File: config.mk
export PLATFORM = sky130hd
export DESIGN_NAME = riscv_rf_wb_scheduler
export DESIGN_NICKNAME = d
export VERILOG_FILES = /design/src/rtl/riscv_rf_wb_pkg.sv /design/src/rtl/riscv_rf_wb_scheduler_rr_arb.sv /design/src/rtl/riscv_rf_wb_scheduler.sv
export SDC_FILE = /design/constraint.sdc
export NUM_CORES = 1
export LEC_CHECK = 0
export CORE_ASPECT_RATIO = 0.6
export CORE_MARGIN = 3
export CORE_UTILIZATION = 40
export CTS_BUF_LIST = sky130_fd_sc_hd__clkbuf_4
export CTS_CLUSTER_SIZE = 28
export DETAILED_ROUTE_END_ITERATION = 8
export PLACE_DENSITY = 0.74
export SLEW_MARGIN = 30
export SYNTH_ARGS = -nofsm -noshare
export SYNTH_HDL_FRONTEND = slang
export SYNTH_SLANG_ARGS = --single-unit
File: constraint.sdc
create_clock -name clk -period 7.02 [get_ports clk]
set_input_delay 1.404 -clock clk [delete_from_list [all_inputs] [get_ports clk]]
set_output_delay 1.404 -clock clk [all_outputs]
set_load 0.005 [all_outputs]
File: src/rtl/riscv_rf_wb_pkg.sv
// ----------------------------------------------------------------------------
// riscv_rf_wb_pkg
// Shared types and constants for the register-file writeback scheduler.
//   MAX_WB_REQ : upper bound on the number of writeback requesters
//   WB_ADDR_W  : register address width carried in the structs
//   WB_DATA_W  : register data width carried in the structs
//   WB_PTR_W   : width of the round-robin pointer
//   wb_req_t   : one requester's {addr, data}
//   wb_port_t  : one register-file write port {we, addr, data}
// The scheduler's ADDR_WIDTH/DATA_WIDTH parameters default to WB_ADDR_W and
// WB_DATA_W and must keep those values, because the structs are sized here.
// ----------------------------------------------------------------------------
package riscv_rf_wb_pkg;

   localparam int MAX_WB_REQ = 8;
   localparam int WB_ADDR_W  = 5;
   localparam int WB_DATA_W  = 32;
   localparam int WB_PTR_W   = $clog2(MAX_WB_REQ);

   typedef struct packed {
      logic [WB_ADDR_W-1:0] addr;
      logic [WB_DATA_W-1:0] data;
   } wb_req_t;

   typedef struct packed {
      logic                 we;
      logic [WB_ADDR_W-1:0] addr;
      logic [WB_DATA_W-1:0] data;
   } wb_port_t;

endpackage

File: src/rtl/riscv_rf_wb_scheduler_rr_arb.sv
// ----------------------------------------------------------------------------
// riscv_rf_wb_rr_arb
// Round-robin picker over requesters 1..NUM_REQ-1. Returns up to two one-hot
// grants in round-robin order starting at the pointer.
//   i_req        : request mask
//   i_excl       : requesters that may not be granted this cycle
//   i_pair_excl  : [i][j] set when j may not be granted together with i
//   i_ptr        : round-robin start index (1..NUM_REQ-1)
//   i_two        : allow a second grant (both port slots free)
//   o_gnt_first  : higher-priority grant (one-hot or zero)
//   o_gnt_second : lower-priority grant (one-hot or zero)
//   o_any        : at least one grant issued
//   o_next_ptr   : index after the last grant, wrapping to 1
// ----------------------------------------------------------------------------
module riscv_rf_wb_rr_arb
   import riscv_rf_wb_pkg::*;
#(
   parameter int NUM_REQ = 3
) (
   input  logic [NUM_REQ-1:1]                i_req,
   input  logic [NUM_REQ-1:1]                i_excl,
   input  logic [NUM_REQ-1:1][NUM_REQ-1:1]   i_pair_excl,
   input  logic [WB_PTR_W-1:0]               i_ptr,
   input  logic                              i_two,
   output logic [NUM_REQ-1:1]                o_gnt_first,
   output logic [NUM_REQ-1:1]                o_gnt_second,
   output logic                              o_any,
   output logic [WB_PTR_W-1:0]               o_next_ptr
);

   logic [NUM_REQ-1:1] w_cand;
   logic               w_have1;
   logic               w_have2;
   int                 w_first;
   int                 w_last;
   int                 w_pos;

   always_comb begin
      o_gnt_first  = '0;
      o_gnt_second = '0;
      o_any        = 1'b0;
      o_next_ptr   = i_ptr;
      w_cand       = i_req & ~i_excl;
      w_have1      = 1'b0;
      w_have2      = 1'b0;
      w_first      = 1;
      w_last       = 1;
      w_pos        = 1;
      // Visit positions in round-robin order: ptr, ptr+1, ... wrapping 1..NUM_REQ-1.
      for (int k = 0; k < NUM_REQ-1; k++) begin
         w_pos = int'(i_ptr) + k;
         if (w_pos > NUM_REQ-1) w_pos = w_pos - (NUM_REQ-1);
         for (int j = 1; j < NUM_REQ; j++) begin
            if (j == w_pos && w_cand[j]) begin
               if (!w_have1) begin
                  w_have1        = 1'b1;
                  w_first        = j;
                  w_last         = j;
                  o_gnt_first[j] = 1'b1;
               end else if (i_two && !w_have2 && !i_pair_excl[w_first][j]) begin
                  // A same-address partner of the first grant is skipped; a
                  // later non-conflicting requester may still take the slot.
                  w_have2         = 1'b1;
                  w_last          = j;
                  o_gnt_second[j] = 1'b1;
               end
            end
         end
      end
      o_any = w_have1;
      if (w_have1) begin
         o_next_ptr = (w_last == NUM_REQ-1) ? WB_PTR_W'(1) : WB_PTR_W'(w_last + 1);
      end
   end

endmodule

File: src/rtl/riscv_rf_wb_scheduler.sv
// ----------------------------------------------------------------------------
// riscv_rf_wb_scheduler
// Writeback scheduler for the 2-write-port integer register file. Arbitrates
// NUM_REQ requesters (index 0 = LSU, fixed top priority; others round-robin)
// onto ports B (first grant, wins inside the file) and A (second grant), and
// keeps a pending-write scoreboard for decode RAW stalls.
// Ports:
//   clk, rst_n                      clock, asynchronous active-low reset
//   req_valid_i/addr_i/data_i       writeback requests (flattened per requester)
//   req_ready_o                     combinational grants
//   alloc_valid_i/alloc_addr_i      decode reserves a destination register
//   flush_i                         clears the scoreboard
//   raddr_{a,b,c}_i / busy_{a,b,c}_o  scoreboard lookups (combinational)
//   waddr/wdata/we_{a,b}_o          registered register-file write ports
// Optional (macro RF_WB_PERF_CNT_EN):
//   stall_cnt_clr_i / stall_cnt_o   saturating count of cycles with an
//                                   ungranted valid request
// ----------------------------------------------------------------------------
module riscv_rf_wb_scheduler
   import riscv_rf_wb_pkg::*;
#(
   parameter int NUM_REQ    = 3,
   parameter int ADDR_WIDTH = WB_ADDR_W,
   parameter int DATA_WIDTH = WB_DATA_W
) (
   input  logic                          clk,
   input  logic                          rst_n,
   input  logic [NUM_REQ-1:0]            req_valid_i,
   input  logic [NUM_REQ*ADDR_WIDTH-1:0] req_addr_i,
   input  logic [NUM_REQ*DATA_WIDTH-1:0] req_data_i,
   output logic [NUM_REQ-1:0]            req_ready_o,
   input  logic                          alloc_valid_i,
   input  logic [ADDR_WIDTH-1:0]         alloc_addr_i,
   input  logic                          flush_i,
   input  logic [ADDR_WIDTH-1:0]         raddr_a_i,
   input  logic [ADDR_WIDTH-1:0]         raddr_b_i,
   input  logic [ADDR_WIDTH-1:0]         raddr_c_i,
   output logic                          busy_a_o,
   output logic                          busy_b_o,
   output logic                          busy_c_o,
   output logic [ADDR_WIDTH-1:0]         waddr_a_o,
   output logic [DATA_WIDTH-1:0]         wdata_a_o,
   output logic                          we_a_o,
   output logic [ADDR_WIDTH-1:0]         waddr_b_o,
   output logic [DATA_WIDTH-1:0]         wdata_b_o,
   output logic                          we_b_o
`ifdef RF_WB_PERF_CNT_EN
   ,
   input  logic                          stall_cnt_clr_i,
   output logic [31:0]                   stall_cnt_o
`endif
);

   localparam int NREG = 1 << ADDR_WIDTH;

   wb_req_t                            w_req [NUM_REQ];
   logic [NUM_REQ-1:1]                 w_rr_req;
   logic [NUM_REQ-1:1]                 w_rr_excl;
   logic [NUM_REQ-1:1][NUM_REQ-1:1]    w_pair_excl;
   logic [NUM_REQ-1:1]                 w_gnt_first;
   logic [NUM_REQ-1:1]                 w_gnt_second;
   logic                               w_rr_any;
   logic [WB_PTR_W-1:0]                w_next_ptr;
   wb_req_t                            w_rr_first;
   wb_req_t                            w_rr_second;
   wb_req_t                            w_src_a;
   wb_req_t                            w_src_b;
   logic                               w_gnt_a;
   logic                               w_gnt_b;
   logic [NREG-1:0]                    w_sb_next;

   logic [WB_PTR_W-1:0]                r_rr_ptr;
   wb_port_t                           r_port_a;
   wb_port_t                           r_port_b;
   logic [NREG-1:0]                    r_sb;

   for (genvar gi = 0; gi < NUM_REQ; gi++) begin : g_unpack
      assign w_req[gi].addr = req_addr_i[gi*ADDR_WIDTH +: ADDR_WIDTH];
      assign w_req[gi].data = req_data_i[gi*DATA_WIDTH +: DATA_WIDTH];
   end

   // Conflict masks: x0 writes never conflict because they are dropped.
   always_comb begin
      w_rr_req    = req_valid_i[NUM_REQ-1:1];
      w_rr_excl   = '0;
      w_pair_excl = '0;
      for (int j = 1; j < NUM_REQ; j++) begin
         w_rr_excl[j] = req_valid_i[0] && (w_req[0].addr != '0) &&
                        (w_req[j].addr == w_req[0].addr);
         for (int i = 1; i < NUM_REQ; i++) begin
            w_pair_excl[i][j] = (i != j) && (w_req[i].addr != '0) &&
                                (w_req[i].addr == w_req[j].addr);
         end
      end
   end

   riscv_rf_wb_rr_arb #(
      .NUM_REQ (NUM_REQ)
   ) u_rr_arb (
      .i_req        (w_rr_req),
      .i_excl       (w_rr_excl),
      .i_pair_excl  (w_pair_excl),
      .i_ptr        (r_rr_ptr),
      .i_two        (~req_valid_i[0]),
      .o_gnt_first  (w_gnt_first),
      .o_gnt_second (w_gnt_second),
      .o_any        (w_rr_any),
      .o_next_ptr   (w_next_ptr)
   );

   // Port mapping: highest-priority grant to B, the other to A.
   always_comb begin
      w_rr_first  = '0;
      w_rr_second = '0;
      for (int j = 1; j < NUM_REQ; j++) begin
         if (w_gnt_first[j])  w_rr_first  = w_req[j];
         if (w_gnt_second[j]) w_rr_second = w_req[j];
      end
      if (req_valid_i[0]) begin
         w_src_b = w_req[0];
         w_gnt_b = 1'b1;
         w_src_a = w_rr_first;
         w_gnt_a = |w_gnt_first;
      end else begin
         w_src_b = w_rr_first;
         w_gnt_b = |w_gnt_first;
         w_src_a = w_rr_second;
         w_gnt_a = |w_gnt_second;
      end
   end

   assign req_ready_o = {w_gnt_first | w_gnt_second, req_valid_i[0]};

   // Scoreboard: clear on an active port write, set on alloc (set wins),
   // flush overrides everything, x0 never busy.
   always_comb begin
      w_sb_next = r_sb;
      if (r_port_a.we) w_sb_next[r_port_a.addr] = 1'b0;
      if (r_port_b.we) w_sb_next[r_port_b.addr] = 1'b0;
      if (alloc_valid_i) w_sb_next[alloc_addr_i] = 1'b1;
      if (flush_i) w_sb_next = '0;
      w_sb_next[0] = 1'b0;
   end

   always_ff @(posedge clk or negedge rst_n) begin
      if (!rst_n) begin
         r_port_a <= '0;
         r_port_b <= '0;
         r_rr_ptr <= WB_PTR_W'(1);
         r_sb     <= '0;
      end else begin
         // A grant to x0 still takes its port slot but never writes.
         r_port_a.we <= w_gnt_a && (w_src_a.addr != '0);
         r_port_b.we <= w_gnt_b && (w_src_b.addr != '0);
         if (w_gnt_a) begin
            r_port_a.addr <= w_src_a.addr;
            r_port_a.data <= w_src_a.data;
         end
         if (w_gnt_b) begin
            r_port_b.addr <= w_src_b.addr;
            r_port_b.data <= w_src_b.data;
         end
         if (w_rr_any) r_rr_ptr <= w_next_ptr;
         r_sb <= w_sb_next;
      end
   end

   assign we_a_o    = r_port_a.we;
   assign waddr_a_o = r_port_a.addr;
   assign wdata_a_o = r_port_a.data;
   assign we_b_o    = r_port_b.we;
   assign waddr_b_o = r_port_b.addr;
   assign wdata_b_o = r_port_b.data;

   assign busy_a_o = r_sb[raddr_a_i];
   assign busy_b_o = r_sb[raddr_b_i];
   assign busy_c_o = r_sb[raddr_c_i];

`ifdef RF_WB_PERF_CNT_EN
   logic        w_stall;
   logic [31:0] r_stall_cnt;

   assign w_stall = |(req_valid_i & ~req_ready_o);

   always_ff @(posedge clk or negedge rst_n) begin
      if (!rst_n) begin
         r_stall_cnt <= '0;
      end else if (stall_cnt_clr_i) begin
         r_stall_cnt <= '0;
      end else if (w_stall && (r_stall_cnt != '1)) begin
         r_stall_cnt <= r_stall_cnt + 32'd1;
      end
   end

   assign stall_cnt_o = r_stall_cnt;
`endif

endmodule

==> impl_metrics.ini, run 1 <==
[run_status]
status = finished, final reports clean

[logic_synthesis]
ys_seq_area_frac = 0.4306
netlist.area_leader.share = 0.4265
synth_ff_type = dfrtp_1
yosysWarnings = 0
avgSynthCellArea_sq_um = 10.69
synth_edf_count = 0
syn_area_sq_um = 6395
syn_nets = 736
synth_top_cell_by_area = dfrtp_1
synth_commonest_cells = 109 x dfrtp_1, 78 x nor2_1, 66 x a22oi_1
synthDistinctLibCells = 51
async_flop_share = 1.000
synth_most_common_cell = dfrtp_1
synthCells = 598
synthTopCellsByArea = dfrtp_1 43%, mux4_2 9.5%, a22oi_1 7.7%
ys_ff_latch = 110

[critical_path]
rrSetupSlack_ns = 4.52
cpMaxStageDelayCell = clkdlybuf4s50_1
cpMostUsedCell = clkdlybuf4s50_1
crit_chain = clkdlybuf4s50_1 -> or4_4 -> o211a_1 -> a21o_1 -> or3_4 -> o22ai_1 -> clkdlybuf4s50_1
rr_worst_depth = 7
crit_fanout = 5
reg2reg_from = r_rr_ptr[0]
criticalPathCategory = in -> out
required_ns = 5.62
cp-start-kind = input pin
crit_arrival_ns = 4.19
cpPeakStageDelay_ns = 0.57
timing.rr.end = wdata_a_o[29]
timing.critical_path.to_type = output pin

[hold_path]
min_from = wdata_a_o[0]
hp-class = reg -> reg
whs_path_depth = 1
whs_endpoint = wdata_a_o[0]

[detailed_routing]
vias = 6349
drt-vias-per-instance = 6.400
wire_per_inst_microns = 22.62
wirelength_microns = 22440
drc = 0
drtAntennaViolNets = 0
first_iter_violations = 786
dr.pass1.iters = 7

[layout]
layout-drive-gt1-share = 0.1090
area_growth_syn_to_layout_pct = 37.86
utilization = 0.5687
finalNetCount = 922
antennaDiodeCount = 0
fin_cells = 992
fillers = 1331
finish.instance_area_sq_um = 8816

[global_routing]
grt-ovfl-total = 0
antenna_found_initial = 0
grt_max_degree = 77
grt_use_total = 0.2502
grt_pass1_vias = 6218
grt_pass1_wl_microns = 35400

[clock_tree]
cts.sinks = 110
cts_tree = yes
insertion_delay_ns = 0.46
root_buffer = clkbuf_4
ctsHoldBuffers = 0
clk_pin_slew_worst_paths_ns = 0.15
clk_path_buf_depth = 2
htree_levels = 3
cts_buffers = 9
postCtsSetupRepairBufs = 0
cts_resized = 0

[floorplan]
start_util = 0.4125
fp.dieH_microns = 103.9
io_pins = 220
die_w_microns = 169.2
die_area_sq_um = 17590
core_sq_um = 15500
rows = 35

[sta]
rsz0062_at_grt = false
layout_setup_ws_ns = 1.426
tns_ns = 0
maxSlewViolCount = 0
setup_viol = 0
fmax_ghz = 0.1788
hold_slack_ns = 0.4947
finalHoldViolCount = 0
finClkSkew_ns = 0.02069
fin_crit_ns = 5.594
post-route-period-util = 0.7969
relSlewSlack = 0.3361
worst_slew_pin_slew_ns = 0.9937

[place]
dp_slack_ns = 1.486
dpl_cell_area_sq_um = 8700
hpwlAfterDp_microns = 16700
port_buffers = 219
dp_cells = 976
gp_congestion = 0.9645

[power]
ir_worst_vdd_mv = 0.1029
power_mw = 2.175
power.density_nw_per_um2 = 246.7
p_leak_nw = 3.629

[job]
drv_cap = 0
==> cell families after synthesis <==
kind of cell / Yosys count / synth area share
AOI/OAI and AO/OA: 235 / 0.2878
and+or+nand+nor: 148 / 0.1115
DFF: 110 / 0.4306
buffers and inverters: 55 / 0.04109
muxes: 33 / 0.1057
xor gates and xnor gates: 17 / 0.02328
==> registers in the layout (all words and copies together) (netlist names) <==
name and count:
wdata_a_o 32, waddr_b_o 5, r_sb 31, r_rr_ptr 3
wdata_b_o 32, waddr_a_o 5, we_a_o 1, we_b_o 1
==> power breakdown <==
group | total, mW | switching (mW) | internal, mW
Sequential | 0.897 | 0.119 | 0.778
Combinational | 0.984 | 0.446 | 0.538
Clock | 0.294 | 0.215 | 0.0790
==> metal layers <==
metal | global-route usage | up-vias | routed length [microns]
met5 | 0 | - | 0
met4 | 0.07060 | 0 | 451
met3 | 0.05317 | 44 | 2088
met2 | 0.3664 | 386 | 9937
met1 | 0.3740 | 3179 | 9964
li1 | - | 2740 | -
==> worst max-delay path by stage <==
stage	from	end	slack [ns]	cells after the start
floorplan	raddr_a_i[0]	busy_a_o	2.53	4
global placement	req_addr_i[1]	req_ready_o[2]	1.52	7
detailed placement	req_addr_i[1]	req_ready_o[2]	1.49	7
CTS	req_addr_i[1]	req_ready_o[2]	1.46	7
global route	req_addr_i[2]	req_ready_o[2]	1.37	7
finish	req_addr_i[2]	req_ready_o[2]	1.43	7
==> critical path, delay by kind of cell <==
family | cells | cell delay (ns)
and+or+nand+nor | 2 | 0.96
buffers and inverters | 2 | 1.07
AOI/OAI and AO/OA | 3 | 0.74
==> layout make-up <==
type	count	area [sq um]	area share
clock buffer	10	75.07	0.008515
tap	203	254.0	0.02881
sequential	110	2754	0.3124
timing repair buffer	228	2260	0.2563
multi-input combinational	433	3420	0.3879
inverter	2	7.507	0.0008515
clock inverter	6	46.29	0.005251
==> layout by cell type, fill, tap and decap left out, types with 2 or more instances in the layout <==
cell type        Yosys  layout
clkdlybuf4s50_1      0     217
dfrtp_1            109     109
nor2_1              78      78
a22oi_1             66      66
a21o_1              39      39
a21oi_1             35      34
a222oi_1            33      33
nand2_1             27      27
mux4_2              27      27
a22o_1              22      22
a22o_2              13      13
nor3b_1             12      11
xnor2_1             10      10
clkbuf_4             0      10
buf_4                5       9
and3b_1              7       7
xor2_1               7       7
and3_1               6       6
mux2_2               6       6
o21ai_0              5       5
nor3_1               4       4
a221oi_1             3       3
a221o_1              3       3
o211ai_1             2       2
nor4_1               2       2
nand4_1              2       2
o21a_1               2       2
a21boi_0             2       2
a21bo_2              2       2
clkinv_4             0       2
clkinvlp_4           0       2
Power figures use the tool's default switching activity.
==> run 2: changes to the inputs <==
Settings changed: PLACE_DENSITY 0.74 to 0.77.
Clock period 7.02 ns to 4.5 ns, I/O delays scaled along.
==> run 2 against run 1 <==
  * Combinational power is 58% higher
  * Non-clock buffer count is 18 higher
  * Worst setup slack worse by 1.2 ns
  * Total power is 57% higher
==> impl_metrics.ini, run 2 (synthesis results as in run 1) <==
[global_routing]
met1_usage = 0.3605
busiest_layer = met2
grt_max_degree = 77
antenna_found_initial = 0
use_met3 = 0.08166
grt_use_total = 0.2577
grt_pass1_wl_microns = 36320
met2_usage = 0.3925
grt-ovfl-total = 0
grt_pass1_vias = 6471

[layout]
layout_commonest_cell = clkdlybuf4s50_1
final_cell_mix = 217 x clkdlybuf4s50_1, 109 x dfrtp_1, 78 x nor2_1
utilization = 0.5766
finalNetCount = 940
finish.instance_area_sq_um = 8939
layout-drive-gt1-share = 0.1276
area_growth_syn_to_layout_pct = 39.78
antennaDiodeCount = 0
fin_cells = 1010

[sta]
maxSlewViolCount = 0
tns_ns = 0
relSlewSlack = 0.3336
fin_crit_ns = 4.322
setup_viol = 0
hold_slack_ns = 0.2006
worst_slew_pin_slew_ns = 0.9974
post-route-period-util = 0.9604
fmax_ghz = 0.2314
finClkSkew_ns = 0.01099
rsz0062_at_grt = false
finalHoldViolCount = 0

[critical_path]
crit_arrival_ns = 3.42
cp-start-kind = input pin
crit_chain = clkdlybuf4s50_1 -> or4_4 -> o211a_1 -> a21o_1 -> or3_4 -> o22ai_1 -> clkdlybuf4s50_1
cpPeakStageDelay_ns = 0.55
path_depth = 7
timing.critical_path.to_type = output pin
crit_fanout = 2
criticalPathCategory = in -> out
cp_top_family = buffers and inverters
worst-path-buf-inv = 2
rr_worst_depth = 9
cpMostUsedCell = clkdlybuf4s50_1
cpMaxStageDelayCell = clkdlybuf4s50_1
required_ns = 3.60

[detailed_routing]
wirelength_microns = 22860
wire_per_inst_microns = 22.63
dr.pass1.iters = 7
drt-vias-per-instance = 6.459
vias = 6524
drc = 0
drtAntennaViolNets = 0
first_iter_violations = 956

[clock_tree]
cts.sinks = 110
clk_path_buf_depth = 2
insertion_delay_ns = 0.46
cts_buffers = 9
htree_levels = 3
clk_pin_slew_worst_paths_ns = 0.16
root_buffer = clkbuf_4
cts_tree = yes
postCtsSetupRepairBufs = 0
ctsHoldBuffers = 0
cts_resized = 0

[power]
power.density_nw_per_um2 = 382.7
p_leak_nw = 3.719
ir_worst_vdd_mv = 0.2032

[floorplan]
fp.dieH_microns = 103.9
die_w_microns = 169.2
start_util = 0.4125
core_sq_um = 15500
io_pins = 220
die_area_sq_um = 17590
rows = 35

[place]
hpwlAfterDp_microns = 17290
gp_congestion = 0.9881
dp_cells = 994
dpl_cell_area_sq_um = 8827
port_buffers = 219

[run_status]
status = finished, final reports clean

[job]
drv_cap = 0

[hold_path]
hp-class = in -> async
## run 2: cell types whose count changed in the layout (fill, tap and decap cells not counted), sizes merged
cell and change:
clkinvlp -2, clkinv +2, inv +1, clkbuf -1
buf +18
## run 2: worst paths after layout
check | start | endpoint | slack, ns
setup / recovery | req_addr_i[2] | req_ready_o[2] | 0.18
min in group clk | wdata_a_o[29] | wdata_a_o[29] | 0.50
hold / removal | rst_n | r_sb[1] | 0.20
setup reg to reg | r_rr_ptr[2] | wdata_a_o[28] | 2.02
hold reg to reg | wdata_a_o[29] | wdata_a_o[29] | 0.50
max in group asynchronous | rst_n | r_rr_ptr[2] | 3.34
## run 2: worst register-to-register path, cell delays in order, from the launching register on
cell	delay, ns
dfrtp_1	0.47
nand2b_1	0.18
a21o_1	0.17
buf_4	0.15
a21oi_4	0.11
buf_4	0.42
a21o_1	0.24
buf_4	0.36
a22o_2	0.25
a21o_1	0.08
## run 2: layout make-up
class / count / area, sq um
fillers: 1329 / 6564
flip-flops and latches: 110 / 2754
repair buffers: 246 / 2387
multi-input cells: 433 / 3420
well taps: 203 / 254.0
inverters: 2 / 7.507
clock inverters: 7 / 48.80
clock buffers: 9 / 67.56
## run 2: per-layer routing
layer | share of wire | vias to the layer above | wire length, microns
li1 | - | 2768 | -
met1 | 0.42 | 3243 | 9622
met2 | 0.45 | 454 | 10230
met3 | 0.11 | 59 | 2535
met4 | 0.021 | 0 | 477
met5 | 0 | - | 0
## run 2: stage by stage
stage / total power [mW] / worst slack (ns)
after CTS: 3.425 / 0.1627
after global routing: 3.612 / 0.07335
final: 3.421 / 0.1782
after global placement: 2.910 / 0.1765
after floorplan: 2.093 / 1.016
after detailed placement: 2.967 / 0.1887
## run 2: power by group
part,switching (mW),internal [mW]
clock,0.339,0.117
sequential,0.201,1.21
combinational,0.703,0.847
total,1.24,2.18
